File: src/rtl/con_stream_pkg.sv
// con_stream_pkg
//   Shared types and sizing helpers for the con_stream feeder.
//   feeder_state_t : issue FSM states.
//   ceil_div       : integer ceiling division (channel-group count).
//   row_stride     : words per feature-map row (preload block + all pixel blocks).
//   total_words    : words emitted by one complete stream.
package con_stream_pkg;

    typedef enum logic [2:0] {
        IDLE,
        KERNEL,
        PRELOAD,
        PIXEL,
        DRAIN
    } feeder_state_t;

    function automatic int unsigned ceil_div(input int unsigned a, input int unsigned b);
        return (a + b - 1) / b;
    endfunction

    function automatic int unsigned row_stride(input int unsigned preload_words,
                                               input int unsigned fm_width,
                                               input int unsigned pixel_words);
        return preload_words + fm_width * pixel_words;
    endfunction

    function automatic int unsigned total_words(input int unsigned groups,
                                                input int unsigned ch_out_par,
                                                input int unsigned kernel_words,
                                                input int unsigned fm_height,
                                                input int unsigned preload_words,
                                                input int unsigned fm_width,
                                                input int unsigned pixel_words);
        return groups * (ch_out_par * kernel_words
                         + fm_height * row_stride(preload_words, fm_width, pixel_words));
    endfunction

endpackage

File: src/rtl/con_stream_fifo.sv
// con_stream_fifo
//   2-entry FIFO with registered outputs; dout/valid come straight from flops,
//   so the consumer side never sees a combinational path from push or pop.
//   clk, srst_in : clock, synchronous active-high reset
//   push, din    : write one word
//   pop          : remove the head word (ignored when empty)
//   dout, valid  : head word and its presence
//   count        : number of stored words (0..2)
module con_stream_fifo #(
    parameter int unsigned DATA_WIDTH = 32
) (
    input  logic                  clk,
    input  logic                  srst_in,
    input  logic                  push,
    input  logic [DATA_WIDTH-1:0] din,
    input  logic                  pop,
    output logic [DATA_WIDTH-1:0] dout,
    output logic                  valid,
    output logic [1:0]            count
);

    logic [DATA_WIDTH-1:0] head_q;
    logic [DATA_WIDTH-1:0] tail_q;
    logic [1:0]            count_q;
    logic                  valid_q;
    logic                  pop_ok;

    assign pop_ok = pop && (count_q != 2'd0);

    always_ff @(posedge clk) begin
        if (srst_in) begin
            head_q  <= '0;
            tail_q  <= '0;
            count_q <= 2'd0;
            valid_q <= 1'b0;
        end else begin
            case ({push, pop_ok})
                2'b10: begin
                    if (count_q == 2'd0) head_q <= din;
                    else                 tail_q <= din;
                    count_q <= count_q + 2'd1;
                    valid_q <= 1'b1;
                end
                2'b01: begin
                    head_q  <= tail_q;
                    count_q <= count_q - 2'd1;
                    valid_q <= (count_q == 2'd2);
                end
                2'b11: begin
                    // Occupancy unchanged; with one entry the new word becomes head.
                    if (count_q == 2'd1) begin
                        head_q <= din;
                    end else begin
                        head_q <= tail_q;
                        tail_q <= din;
                    end
                end
                default: ;
            endcase
        end
    end

    // The read-credit rule upstream must never let a word arrive into a full FIFO.
    always_ff @(posedge clk) begin
        if (!srst_in) begin
            overflow_chk: assert (!(push && !pop_ok && count_q == 2'd2));
        end
    end

    assign dout  = head_q;
    assign valid = valid_q;
    assign count = count_q;

endmodule

File: src/rtl/con_stream_feeder.sv
// con_stream_feeder
//   Producer end of the device's con_valid/con_ready input stream. Reads kernel
//   and feature-map words from a 1-cycle-latency memory and emits them in the
//   order the device consumes them: per output-channel group the kernel words,
//   then for every row a preload block followed by one block per pixel.
//   clk, srst_in          : clock, synchronous active-high reset
//   start                 : begin one full stream (honoured in IDLE only)
//   running, done         : stream in progress / pulse on acceptance of the final word
//   mem_re, mem_addr      : memory read request
//   mem_rdata             : read data, one cycle after mem_re
//   con_valid, con_ready,
//   con_data              : output stream handshake
module con_stream_feeder
    import con_stream_pkg::*;
#(
    parameter int unsigned DATA_WIDTH         = 32,
    parameter int unsigned ADDR_WIDTH         = 20,
    parameter int unsigned FEATURE_MAP_WIDTH  = 1024,
    parameter int unsigned FEATURE_MAP_HEIGHT = 1024,
    parameter int unsigned OUTPUT_NB_CHANNELS = 64,
    parameter int unsigned CH_OUT_PAR         = 6,
    parameter int unsigned KERNEL_WORDS       = 12,
    parameter int unsigned PRELOAD_WORDS      = 12,
    parameter int unsigned PIXEL_WORDS        = 4,
    parameter int unsigned KERNEL_BASE        = 0,
    parameter int unsigned FM_BASE            = 65536
) (
    input  logic                  clk,
    input  logic                  srst_in,
    input  logic                  start,
    output logic                  running,
    output logic                  done,
    output logic                  mem_re,
    output logic [ADDR_WIDTH-1:0] mem_addr,
    input  logic [DATA_WIDTH-1:0] mem_rdata,
    output logic                  con_valid,
    input  logic                  con_ready,
    output logic [DATA_WIDTH-1:0] con_data
);

    localparam int unsigned GROUPS  = ceil_div(OUTPUT_NB_CHANNELS, CH_OUT_PAR);
    localparam int unsigned K_WORDS = CH_OUT_PAR * KERNEL_WORDS;

    feeder_state_t         state_q;
    logic [31:0]           g_q;
    logic [31:0]           y_q;
    logic [31:0]           x_q;
    logic [31:0]           w_q;
    logic [ADDR_WIDTH-1:0] kaddr_q;
    logic [ADDR_WIDTH-1:0] faddr_q;
    logic                  running_q;
    logic                  done_q;
    logic                  vld_p1;

    logic                  last_w;
    logic                  last_x;
    logic                  last_y;
    logic                  last_g;
    logic                  pop;
    logic                  issue;
    logic                  drain_done;
    logic [2:0]            occ;
    logic [1:0]            fifo_count;
    logic                  fifo_valid;
    logic [DATA_WIDTH-1:0] fifo_dout;

    // Stage p0: read issue

    always_comb begin
        last_w = 1'b0;
        case (state_q)
            KERNEL:  last_w = (w_q == K_WORDS - 1);
            PRELOAD: last_w = (w_q == PRELOAD_WORDS - 1);
            PIXEL:   last_w = (w_q == PIXEL_WORDS - 1);
            default: last_w = 1'b0;
        endcase
    end

    assign last_x = (x_q == FEATURE_MAP_WIDTH - 1);
    assign last_y = (y_q == FEATURE_MAP_HEIGHT - 1);
    assign last_g = (g_q == GROUPS - 1);

    assign pop = fifo_valid && con_ready;

    // Occupancy the FIFO will hold after this edge if no new read is issued;
    // counting the word leaving now keeps reads flowing at one per cycle.
    assign occ   = 3'(fifo_count) + 3'(vld_p1) - 3'(pop);
    assign issue = (state_q inside {KERNEL, PRELOAD, PIXEL}) && (occ < 3'd2);

    // Kernel words of successive groups are contiguous, and preload/pixel blocks
    // of successive rows tile the feature map with stride PRELOAD + W*PIXEL, so two
    // running addresses (wrapping in ADDR_WIDTH) reproduce the per-block formulas.
    always_comb begin
        mem_addr = '0;
        case (state_q)
            KERNEL:         mem_addr = kaddr_q;
            PRELOAD, PIXEL: mem_addr = faddr_q;
            default:        mem_addr = '0;
        endcase
    end

    assign mem_re = issue;

    // The final word leaves when the FIFO holds only it and nothing is in flight.
    assign drain_done = !vld_p1 && ((fifo_count == 2'd0) || (fifo_count == 2'd1 && pop));

    always_ff @(posedge clk) begin
        if (srst_in) begin
            state_q   <= IDLE;
            g_q       <= '0;
            y_q       <= '0;
            x_q       <= '0;
            w_q       <= '0;
            kaddr_q   <= '0;
            faddr_q   <= '0;
            running_q <= 1'b0;
            done_q    <= 1'b0;
        end else begin
            done_q <= 1'b0;
            case (state_q)
                IDLE: begin
                    if (start) begin
                        state_q   <= KERNEL;
                        running_q <= 1'b1;
                        g_q       <= '0;
                        y_q       <= '0;
                        x_q       <= '0;
                        w_q       <= '0;
                        kaddr_q   <= ADDR_WIDTH'(KERNEL_BASE);
                        faddr_q   <= ADDR_WIDTH'(FM_BASE);
                    end
                end
                KERNEL: begin
                    if (issue) begin
                        kaddr_q <= kaddr_q + 1'b1;
                        if (last_w) begin
                            w_q     <= '0;
                            y_q     <= '0;
                            state_q <= PRELOAD;
                        end else begin
                            w_q <= w_q + 32'd1;
                        end
                    end
                end
                PRELOAD: begin
                    if (issue) begin
                        faddr_q <= faddr_q + 1'b1;
                        if (last_w) begin
                            w_q     <= '0;
                            x_q     <= '0;
                            state_q <= PIXEL;
                        end else begin
                            w_q <= w_q + 32'd1;
                        end
                    end
                end
                PIXEL: begin
                    if (issue) begin
                        faddr_q <= faddr_q + 1'b1;
                        if (last_w) begin
                            w_q <= '0;
                            if (!last_x) begin
                                x_q <= x_q + 32'd1;
                            end else if (!last_y) begin
                                y_q     <= y_q + 32'd1;
                                state_q <= PRELOAD;
                            end else if (!last_g) begin
                                // Every channel group re-reads the whole feature map.
                                g_q     <= g_q + 32'd1;
                                faddr_q <= ADDR_WIDTH'(FM_BASE);
                                state_q <= KERNEL;
                            end else begin
                                state_q <= DRAIN;
                            end
                        end else begin
                            w_q <= w_q + 32'd1;
                        end
                    end
                end
                DRAIN: begin
                    if (drain_done) begin
                        done_q    <= 1'b1;
                        running_q <= 1'b0;
                        state_q   <= IDLE;
                    end
                end
                default: state_q <= IDLE;
            endcase
        end
    end

    // Stage p1: read data return into the output FIFO

    always_ff @(posedge clk) begin
        if (srst_in) vld_p1 <= 1'b0;
        else         vld_p1 <= issue;
    end

    con_stream_fifo #(
        .DATA_WIDTH(DATA_WIDTH)
    ) u_fifo (
        .clk     (clk),
        .srst_in (srst_in),
        .push    (vld_p1),
        .din     (mem_rdata),
        .pop     (pop),
        .dout    (fifo_dout),
        .valid   (fifo_valid),
        .count   (fifo_count)
    );

    assign running   = running_q;
    assign done      = done_q;
    assign con_valid = fifo_valid;
    assign con_data  = fifo_dout;

endmodule

File: config.mk
export PLATFORM = sky130hd
export DESIGN_NAME = con_stream_feeder
export DESIGN_NICKNAME = d
export VERILOG_FILES = /design/src/rtl/con_stream_pkg.sv /design/src/rtl/con_stream_fifo.sv /design/src/rtl/con_stream_feeder.sv
export SDC_FILE = /design/constraint.sdc
export NUM_CORES = 1
export LEC_CHECK = 0
export ABC_CLOCK_PERIOD_IN_PS = 7200
export BUFFER_PORTS_ARGS = -buffer_cell sky130_fd_sc_hd__buf_2
export CAP_MARGIN = 10
export CORE_AREA = 4 4 169 155
export DETAILED_ROUTE_END_ITERATION = 8
export DIE_AREA = 0 0 173 159
export GPL_TIMING_DRIVEN = 0
export PLACE_DENSITY = 0.66
export RECOVER_POWER = 25
export SETUP_SLACK_MARGIN = 0.4
export SYNTH_ARGS = -nofsm -noshare
export SYNTH_HDL_FRONTEND = slang
export SYNTH_HIERARCHICAL = 1
export SYNTH_SLANG_ARGS = --single-unit
File: constraint.sdc
create_clock -name clk -period 7.2 [get_ports clk]
set_input_delay 0.36 -clock clk [delete_from_list [all_inputs] [get_ports clk]]
set_output_delay 0.36 -clock clk [all_outputs]
set_load 0.005 [all_outputs]
# ---- Word-level counts from Yosys, hierarchy flattened
# Cells that the tools add are included.
dict set report totals {
  register_bits 241
  latch_bits 0
  mem_count 0
  ram_bits 0
  rom_bits 0
  output_inout_bits 56
}
dict set report op_classes {
  n_bitwise 1
  n_div 0
  n_addsub 10
  n_mux 58
  reduce_logical 33
  shift 0
  magnitude_cmp 1
  multipliers 0
  eq_ne 32
}
# operator count
set ops {}
lappend ops {{two-way mux 32 bit} 21}
lappend ops {{one-hot mux 32 bit (3 select lines)} 3}
lappend ops {{one-hot mux 32 bit (2 select lines)} 3}
lappend ops {{two-way mux 20 bit} 9}
lappend ops {{adder 32 x 1 -> 32 bit (second input constant)} 4}
lappend ops {{one-hot mux 20 bit (2 select lines)} 2}
lappend ops {{== test 32 x 10 -> 1 bit (second input constant)} 2}
lappend ops {{== test 32 x 4 -> 1 bit (second input constant)} 2}
lappend ops {{one-hot mux 20 bit (3 select lines)} 1}
lappend ops {{adder 20 x 1 -> 20 bit (second input constant)} 2}
lappend ops {{two-way mux 3 bit} 11}
lappend ops {{== test 32 x 2 -> 1 bit (second input constant)} 1}
lappend ops {{== test 32 x 7 -> 1 bit (second input constant)} 1}
lappend ops {{!= test 2 bit (second input constant)} 16}
lappend ops {{one-hot mux 3 bit (5 select lines)} 1}
lappend ops {{AND reduction 7 bit} 2}
lappend ops {{nonzero test 2 bit} 7}
lappend ops {{AND reduction 3 bit} 4}
lappend ops {{nonzero test 3 bit} 4}
lappend ops {{AND reduction 9 bit} 1}
lappend ops {{AND reduction 8 bit} 1}
lappend ops {{== test 2 bit (second input constant)} 3}
lappend ops {{== test 3 x 2 -> 1 bit (second input constant)} 2}
lappend ops {{logical AND 1 bit} 5}
lappend ops {{other kinds (22)} 27}

# ---- Logic depth before layout (Yosys ltp)
# Gate-level depths: netlist of run 1.
dict set report depth {
  ltp_word 7
  ltp_mapped 15
  mapped_depth_nobuf 12
}

# ---- By module
# Netlist of run 1, hierarchy kept.
# module cells_per_inst n_inst area_each_um2
set by_module_without_submodules {}
lappend by_module_without_submodules {con_stream_feeder 1076 1 8790.9}
lappend by_module_without_submodules {con_stream_fifo 364 1 3278.1}

# ---- Worst setup path before layout of run 1
# No wires, ideal clock.
dict set report synth_timing {
  path_kind {input to register}
  from {input port con_ready}
  to {register y_q[2]}
  path_slack_ns 3.774
  arrival_time_ns 3.352
  path_stages 14
  setup_ns 0.074
  path_cell_list {nand2_1 -> inv_1 -> ha_1 -> nand2b_1 -> fa_1 -> xnor2_1 -> nand2_1 -> a211oi_1 -> o221ai_2 -> or2_1 -> clkbuf_1 -> clkbuf_1 -> or3_1 -> a21oi_1}
}
dict set report synth_via {
  elab_chain_cells 6
}
# element line
set synth_rtl {}
lappend synth_rtl {{from (decl)} con_stream_feeder.sv:37} ;# input logic con_ready,
lappend synth_rtl {{logical AND 1 bit *} con_stream_feeder.sv:83} ;# assign pop = fifo_valid && con_ready;
lappend synth_rtl {{net pop} con_stream_feeder.sv:59} ;# logic pop;
lappend synth_rtl {{subtractor 3 x 1 -> 3 bit *} con_stream_feeder.sv:87} ;# assign occ = 3'(fifo_count) + 3'(vld_p1) - 3'(pop);
lappend synth_rtl {{< comparator 3 x 2 -> 1 bit *} con_stream_feeder.sv:88} ;# assign issue = (state_q inside {KERNEL, PRELOAD, PIXEL}) && (occ < 3'd2);
lappend synth_rtl {{logical AND 1 bit *} con_stream_feeder.sv:88}
lappend synth_rtl {{!= test 2 bit (no source line)} -}
lappend synth_rtl {{AND reduction 8 bit (no source line) *} -}
lappend synth_rtl {{to (signal assigned)} con_stream_feeder.sv:165} ;# y_q <= y_q + 32'd1;
lappend synth_rtl {{to (decl)} con_stream_feeder.sv:46} ;# logic [31:0] y_q;
# Mark *: on every way through the listed nets, which the timed path passes. The rest lies on a longest branch.
# A chain may end at the register's enable or synchronous reset.

# ---- Final worst setup path of run 1
dict set report layout_timing {
  from {register u_fifo.count_q[0] (netlist: u_fifo/count[0])}
  to {register faddr_q[17]}
}
dict set report layout_via {
  elab_chain_cells 6
}
# element line
set layout_rtl {}
lappend layout_rtl {{from (decl)} con_stream_fifo.sv:24} ;# logic [1:0] count_q;
lappend layout_rtl {{from (signal assigned)} con_stream_fifo.sv:41} ;# count_q <= count_q + 2'd1;
lappend layout_rtl {{from (signal assigned)} con_stream_fifo.sv:46} ;# count_q <= count_q - 2'd1;
lappend layout_rtl {{adder 2 x 1 -> 3 bit *} con_stream_feeder.sv:87}
lappend layout_rtl {{subtractor 3 x 1 -> 3 bit *} con_stream_feeder.sv:87}
lappend layout_rtl {{< comparator 3 x 2 -> 1 bit *} con_stream_feeder.sv:88}
lappend layout_rtl {{logical AND 1 bit *} con_stream_feeder.sv:88}
lappend layout_rtl {{!= test 2 bit (no source line)} -}
lappend layout_rtl {{AND reduction 4 bit (no source line) *} -}
lappend layout_rtl {{to (signal assigned)} con_stream_feeder.sv:130} ;# faddr_q <= ADDR_WIDTH'(FM_BASE);
lappend layout_rtl {{to (signal assigned)} con_stream_feeder.sv:147} ;# faddr_q <= faddr_q + 1'b1;
lappend layout_rtl {{to (signal assigned)} con_stream_feeder.sv:159} ;# faddr_q <= faddr_q + 1'b1;
lappend layout_rtl {{to (decl)} con_stream_feeder.sv:50} ;# logic [ADDR_WIDTH-1:0] faddr_q;
# Mark *: on every way between the ends. The rest lies on a longest branch, timed or not.

==> results of run 1 <==
==> cells by family (layout without fill, tap and decap cells) <==
family | Yosys count | after routing
other | 0 | 1
buffers and inverters | 110 | 248
xor gates and xnor gates | 116 | 116
and+or+nand+nor | 667 | 667
muxes | 4 | 4
adders and majority gates | 17 | 17
AOI/OAI and AO/OA | 285 | 285
DFF | 241 | 241
==> how the worst max path moves through the flow <==
stage	to	slack (ns)	depth (start not counted)
global placement	faddr_q[17]$_SDFFE_PP0P_	2.84	15
global route	faddr_q[17]$_SDFFE_PP0P_	2.48	13
CTS	faddr_q[17]$_SDFFE_PP0P_	2.87	13
floorplan	y_q[2]$_SDFFE_PP0P_	3.77	14
finish	faddr_q[17]$_SDFFE_PP0P_	2.71	13
detailed placement	faddr_q[17]$_SDFFE_PP0P_	2.84	15
==> routing by layer <==
| layer | track usage [%] | part of all wire, % |
|---|---|---|
| met1 | 30.09 | 48 |
| met5 | 0 | 0 |
| met3 | 3.134 | 5.4 |
| met2 | 34.32 | 45 |
| met4 | 5.296 | 2.0 |
==> area by class of cell <==
cell class | count | share of cell area (%)
clock buffer | 39 | 5.543
multi-input combinational | 1089 | 48.65
sequential | 241 | 35.15
antenna | 1 | 0.01823
timing repair buffer | 91 | 3.209
tap | 308 | 2.808
clock inverter | 8 | 0.6837
inverter | 22 | 0.6017
buffer | 88 | 3.337
==> cells in the mapped netlist, types with 42 or more instances <==
cell and n:
nor4_1 42, xnor2_1 71, a21oi_1 89, nor3_1 44, nand2_1 89, clkbuf_1 44
nand4_1 45, nand3_1 128, nor2_1 184, xor2_1 45, o21ai_0 87, dfxtp_1 241
==> state kept, by name, indices dropped and copies added (netlist names) <==
register	flops
u_fifo/dout	32
state_q	3
y_q	32
u_fifo/count	2
x_q	32
faddr_q	20
u_fifo/tail_q	32
vld_p1	1
running	1
w_q	32
u_fifo/valid	1
kaddr_q	20
done	1
g_q	32
==> power by group through the flow <==
stage / Clock [mW] / Combinational (mW) / Sequential (mW)
5_1_grt: 1.42 / 1.53 / 1.59
4_1_cts: 1.36 / 1.40 / 1.57
3_3_place_gp: 0 / 1.38 / 1.59
6_report: 1.34 / 1.39 / 1.57
2_1_floorplan: 0 / 0.987 / 1.58
3_5_place_dp: 0 / 1.39 / 1.59
==> stage by stage <==
stage | cell area, um2 | total power, mW
after global placement | 12910 | 2.972
final | 13720 | 4.303
after floorplan | 12070 | 2.570
after detailed placement | 12910 | 2.989
after CTS | 13760 | 4.331
after global routing | 13720 | 4.535
==> worst max-delay path: stages, from the launching register on <==
cell and delay [ns]:
dfxtp_1 0.46, inv_1 0.08, ha_1 0.26, nand2b_1 0.15
fa_1 0.38, xnor2_1 0.61, nand2_1 0.32, a211oi_1 0.50
o21a_1 0.24, nand2_1 0.21, nand2b_1 0.13, clkbuf_1 0.40
clkbuf_1 0.49, nor2_1 0.11
==> results.yml, run 1 <==
run_status:
  status: "complete, no violations"
setup_path:
  cp.required_ns: 7.59
  ff2ff_setup_slack_ns: 2.71
  crit_type: "reg2reg"
  end_kind: "flop"
  worstSetupStartpoint: "u_fifo/count[0]$_SDFFE_PP0P_"
  cp_max_fo: 10
  critPathLaunchType: "flop"
  r2r-start: "u_fifo/count[0]$_SDFFE_PP0P_"
  crit_arrival_ns: 4.88
  rr_endpoint: "faddr_q[17]$_SDFFE_PP0P_"
  ff2ff_path_depth: 13
final_layout:
  syn_to_final_growth_pct: 13.72
  multi_input_area_um2: 6676
  regArea_um2: 4825
  final_cells: 1887
  drive_gt1_share_pct: 13.18
  layout_common_cells: "dfxtp_1 (241), nor2_1 (184), nand3_1 (128), buf_2 (98)"
  final_common_cell: "dfxtp_1"
  final_nets: 1613
  num-fill-cells: 2226
  utilization_pct: 56.74
global_routing:
  grt_pass1_wl_um: 51290
  grt_pass1_vias: 10435
  overflow: 0
  antenna_found_initial: 1
  grt_max_degree: 13
  grt_usage_pct: 21.25
detailed_routing:
  drcViolationCount: 0
  num_vias: 10947
  antenna_left: 0
  wl_per_cell_um: 16.06
  via_per_inst: 5.801
  initialDrtViolationCount: 776
  totalWireLength_um: 30300
  drt-pass1-iter-count: 5
placed_design:
  numPortBuffers: 91
  dp_worst_setup_slack_ns: 2.839
  placed_cells: 1839
  dp_hpwl_um: 21370
  routabilityCongestion: 0.8710
synth:
  yosysTopAreaCell: "dfxtp_1"
  synthSimpleGateAreaFrac_pct: 28.69
  synth-xor-area-share_pct: 8.418
  synthCells: 1440
  syn_area_per_cell_um2: 8.381
  ys_warn_count: 6
  synth.mux.area_fraction_pct: 0.3836
  ys_types: 71
  async_reset_ff_share_pct: 0
  synth-compound-area-share_pct: 16.12
  synth_top_area_share_pct: 39.98
  synth_nets: 1493
  ys_seq_area_share_pct: 39.98
  synth_edf_count: 0
  syn_area_um2: 12070
  synth_top_family_by_area: "simple AND/OR/NAND/NOR gates"
  ys_top_cells_by_area: "dfxtp_1 (40%), nor2_1 (5.7%), nand3_1 (5.3%), xnor2_1 (5.2%), a311oi_2 (3.7%)"
  synth_ff_type: "dfxtp_1"
  post_synth_fa_ha_maj_area_fraction_pct: 1.825
  ys_seq_elements: 241
sta:
  period_share_pct: 62.37
  slew_headroom_pct: 34.39
  fin_tns_setup_ns: 0
  skew_ns: 0.01482
  worst_pin_slew_ns: 0.9767
  finalSetupViolCount: 0
  hold_viol: 0
  period_minus_slack_ns: 4.491
  hold_ws_ns: 0.09676
  max_freq_mhz: 222.7
  rsz0062_at_grt: "false"
  fin_ws_ns: 2.709
  drv_slew: 0
clock_tree:
  cts_sinks: 241
  clk_pin_slew_ns: 0.06
  post_cts_buffers: 0
  ctsResizeCount: 0
  clock_path_buffers: 3
  cts_hold_buf: 0
  clk_latency_ns: 0.53
  cts-root-buf: "clkbuf_16"
  cts_tree: "done"
  cts_buffers: 27
  h-tree-depth: 1
run:
  cap_viol_max_count: 0
die:
  coreArea_um2: 24190
  io_pins: 92
  fp.dieW_um: 173
  die-height_um: 159
  start_util_pct: 49.90
  rows: 54
  dieArea_um2: 27510
power:
  p_leak_nw: 4.643
  comb_power_share_pct: 32.4
  switchingPower_mw: 1.558
  vdd_drop_max_mv: 0.1869
  power_frac_seq_pct: 36.4
  swShare_pct: 36.21
  pwr-share-clk_pct: 31.2
  p_int_mw: 2.745
  power-per-cell-area_nw_per_um2: 313.5
min_path:
  hold_class: "in2reg"
  holdPathStages: 3
  worst_hold_path.endpoint: "u_fifo/tail_q[9]$_SDFFE_PP0P_"
  min_from: "mem_rdata[9]"
No activity file was read; power rests on OpenSTA's default activity.
==> run 2: changes to the inputs <==
ABC_CLOCK_PERIOD_IN_PS = 4530   (was 7200)
clock period = 4.53 ns   (was 7.2 ns; I/O delays follow)
==> results.yml, run 2 (synthesized netlist as in run 1, its figures left out) <==
power:
  p_leak_nw: 4.767
  vdd_drop_max_mv: 0.2973
  power-per-cell-area_nw_per_um2: 490.3
  power.total_mw: 6.893
placed_design:
  routabilityCongestion: 0.8710
  dp_hpwl_um: 21370
  numPortBuffers: 91
  dp_worst_setup_slack_ns: 0.2704
final_layout:
  final_common_cell: "dfxtp_1"
  drive_gt1_share_pct: 12.98
  final_nets: 1645
  syn_to_final_growth_pct: 16.48
  layout_common_cells: "dfxtp_1 (241), nor2_1 (184), nand3_1 (128), buf_2 (95)"
detailed_routing:
  num_vias: 11105
  wl_per_cell_um: 16.05
  antenna_left: 0
  via_per_inst: 5.787
  drt-pass1-iter-count: 5
  initialDrtViolationCount: 844
  totalWireLength_um: 30810
  drcViolationCount: 0
clock_tree:
  cts-root-buf: "clkbuf_16"
  cts_buffers: 27
  h-tree-depth: 1
  cts_sinks: 241
  post_cts_buffers: 0
  clk_pin_slew_ns: 0.06
  clk_latency_ns: 0.53
  cts_tree: "done"
  clock_path_buffers: 3
die:
  rows: 54
  io_pins: 92
  dieArea_um2: 27510
  start_util_pct: 49.90
  coreArea_um2: 24190
  fp.dieW_um: 173
  die-height_um: 159
global_routing:
  grt_pass1_wl_um: 52120
  antenna_found_initial: 1
  grt_pass1_vias: 10558
  grt_max_degree: 13
  overflow: 0
  grt_usage_pct: 21.62
setup_path:
  r2r-start: "state_q[0]$_SDFFE_PP0P_"
  path_cells: "clkbuf_1 > nor4b_1 > a31oi_1 > or4_1 > or3_1 > nor3_1 > xnor2_1 > nor2_1"
  crit_arrival_ns: 4.46
  ff2ff_path_depth: 8
  crit_type: "reg2reg"
  cp.required_ns: 4.93
  worstSetupStartpoint: "state_q[0]$_SDFFE_PP0P_"
  slowest_stage: "nor4b_1"
  cp_max_fo: 10
  end_kind: "flop"
  ff2ff_setup_slack_ns: 0.47
  rr_endpoint: "w_q[29]$_SDFFE_PP0P_"
  endpoint: "w_q[29]$_SDFFE_PP0P_"
  critPathLaunchType: "flop"
  max_stage_delay_ns: 1.46
sta:
  period_minus_slack_ns: 4.060
  max_freq_mhz: 246.3
  drv_slew: 11
  fin_ws_ns: 0.4700
  skew_ns: 0.01488
  worst_pin_slew_ns: 1.805
  hold_viol: 0
  hold_ws_ns: 0.2716
  rsz0062_at_grt: "false"
  fin_tns_setup_ns: 0
  period_share_pct: 89.62
  slew_headroom_pct: -22.02
  finalSetupViolCount: 0
run:
  cap_viol_max_count: 1
run_status:
  violations: "max-capacitance violations, max-slew violations"
  status: "finished, violations left"
min_path:
  hold_class: "in2reg"
## run 2: final cells by class
| type | count | area, um2 |
|---|---|---|
| clock inverter | 8 | 93.84 |
| clock buffer | 39 | 760.7 |
| timing repair buffer | 123 | 757.0 |
| multi-input combinational | 1089 | 6691 |
| sequential | 241 | 4825 |
| fill | 2183 | 10130 |
| inverter | 22 | 82.58 |
| buffer | 88 | 460.4 |
| tap | 308 | 385.4 |
| antenna | 1 | 2.502 |
## run 2: power breakdown
part	internal (mW)	total, mW	leakage [nW]	switching (mW)
clock	1.27	2.13	0.423	0.861
combinational	0.784	2.27	2.40	1.48
sequential	2.34	2.49	1.95	0.153
total	4.40	6.89	4.77	2.50
## run 2: repair_timing
item / in CTS / in global routing
hold buffers: 32 / 0
gates resized for setup: 1 / 6
pin swaps: 0 / 0
hold endpoints to repair: 32 / 0
setup endpoints to repair: 11 / 23
## run 2: through the flow
stage / cell area (um2) / utilization, % / instances
after floorplan: 12070 / - / 1440
after global placement: 12910 / 53.37 / 1839
after detailed placement: 12910 / 53.37 / 1839
after CTS: 14090 / 58.26 / 1918
after global routing: 14060 / 58.12 / 1919
final: 14060 / 58.12 / 1919
## run 2: how the worst min path moves through the flow
stage,from,end,slack (ns),cells after the start
2_1_floorplan,mem_rdata[0],u_fifo/tail_q[0]$_SDFFE_PP0P_,0.37,2
3_3_place_gp,u_fifo/tail_q[24]$_SDFFE_PP0P_,u_fifo/tail_q[24]$_SDFFE_PP0P_,0.46,2
4_1_cts,start,running$_SDFFE_PP0P_,0.19,4
5_1_grt,con_ready,done$_SDFF_PP0_,0.28,5
3_5_place_dp,u_fifo/tail_q[24]$_SDFFE_PP0P_,u_fifo/tail_q[24]$_SDFFE_PP0P_,0.46,2
6_report,con_ready,done$_SDFF_PP0_,0.27,5
## run 2: critical path, delay by kind of cell, from the launching register on
family	cells	cell delay, ns
buffers and inverters	1	0.20
AO/OA/AOI/OAI	1	0.41
XOR/XNOR	1	0.15
flip-flops	1	0.30
AND/OR/NAND/NOR	5	2.87
## run 2: layer usage
layer	part of all wire, %	GRT usage [%]	wire length (um)	up-vias
li1	-	-	-	5520
met1	48	30.67	14840	5241
met2	45	35.12	13860	288
met3	4.9	3.063	1521	56
met4	1.9	5.042	593	0
met5	0	0	0	-
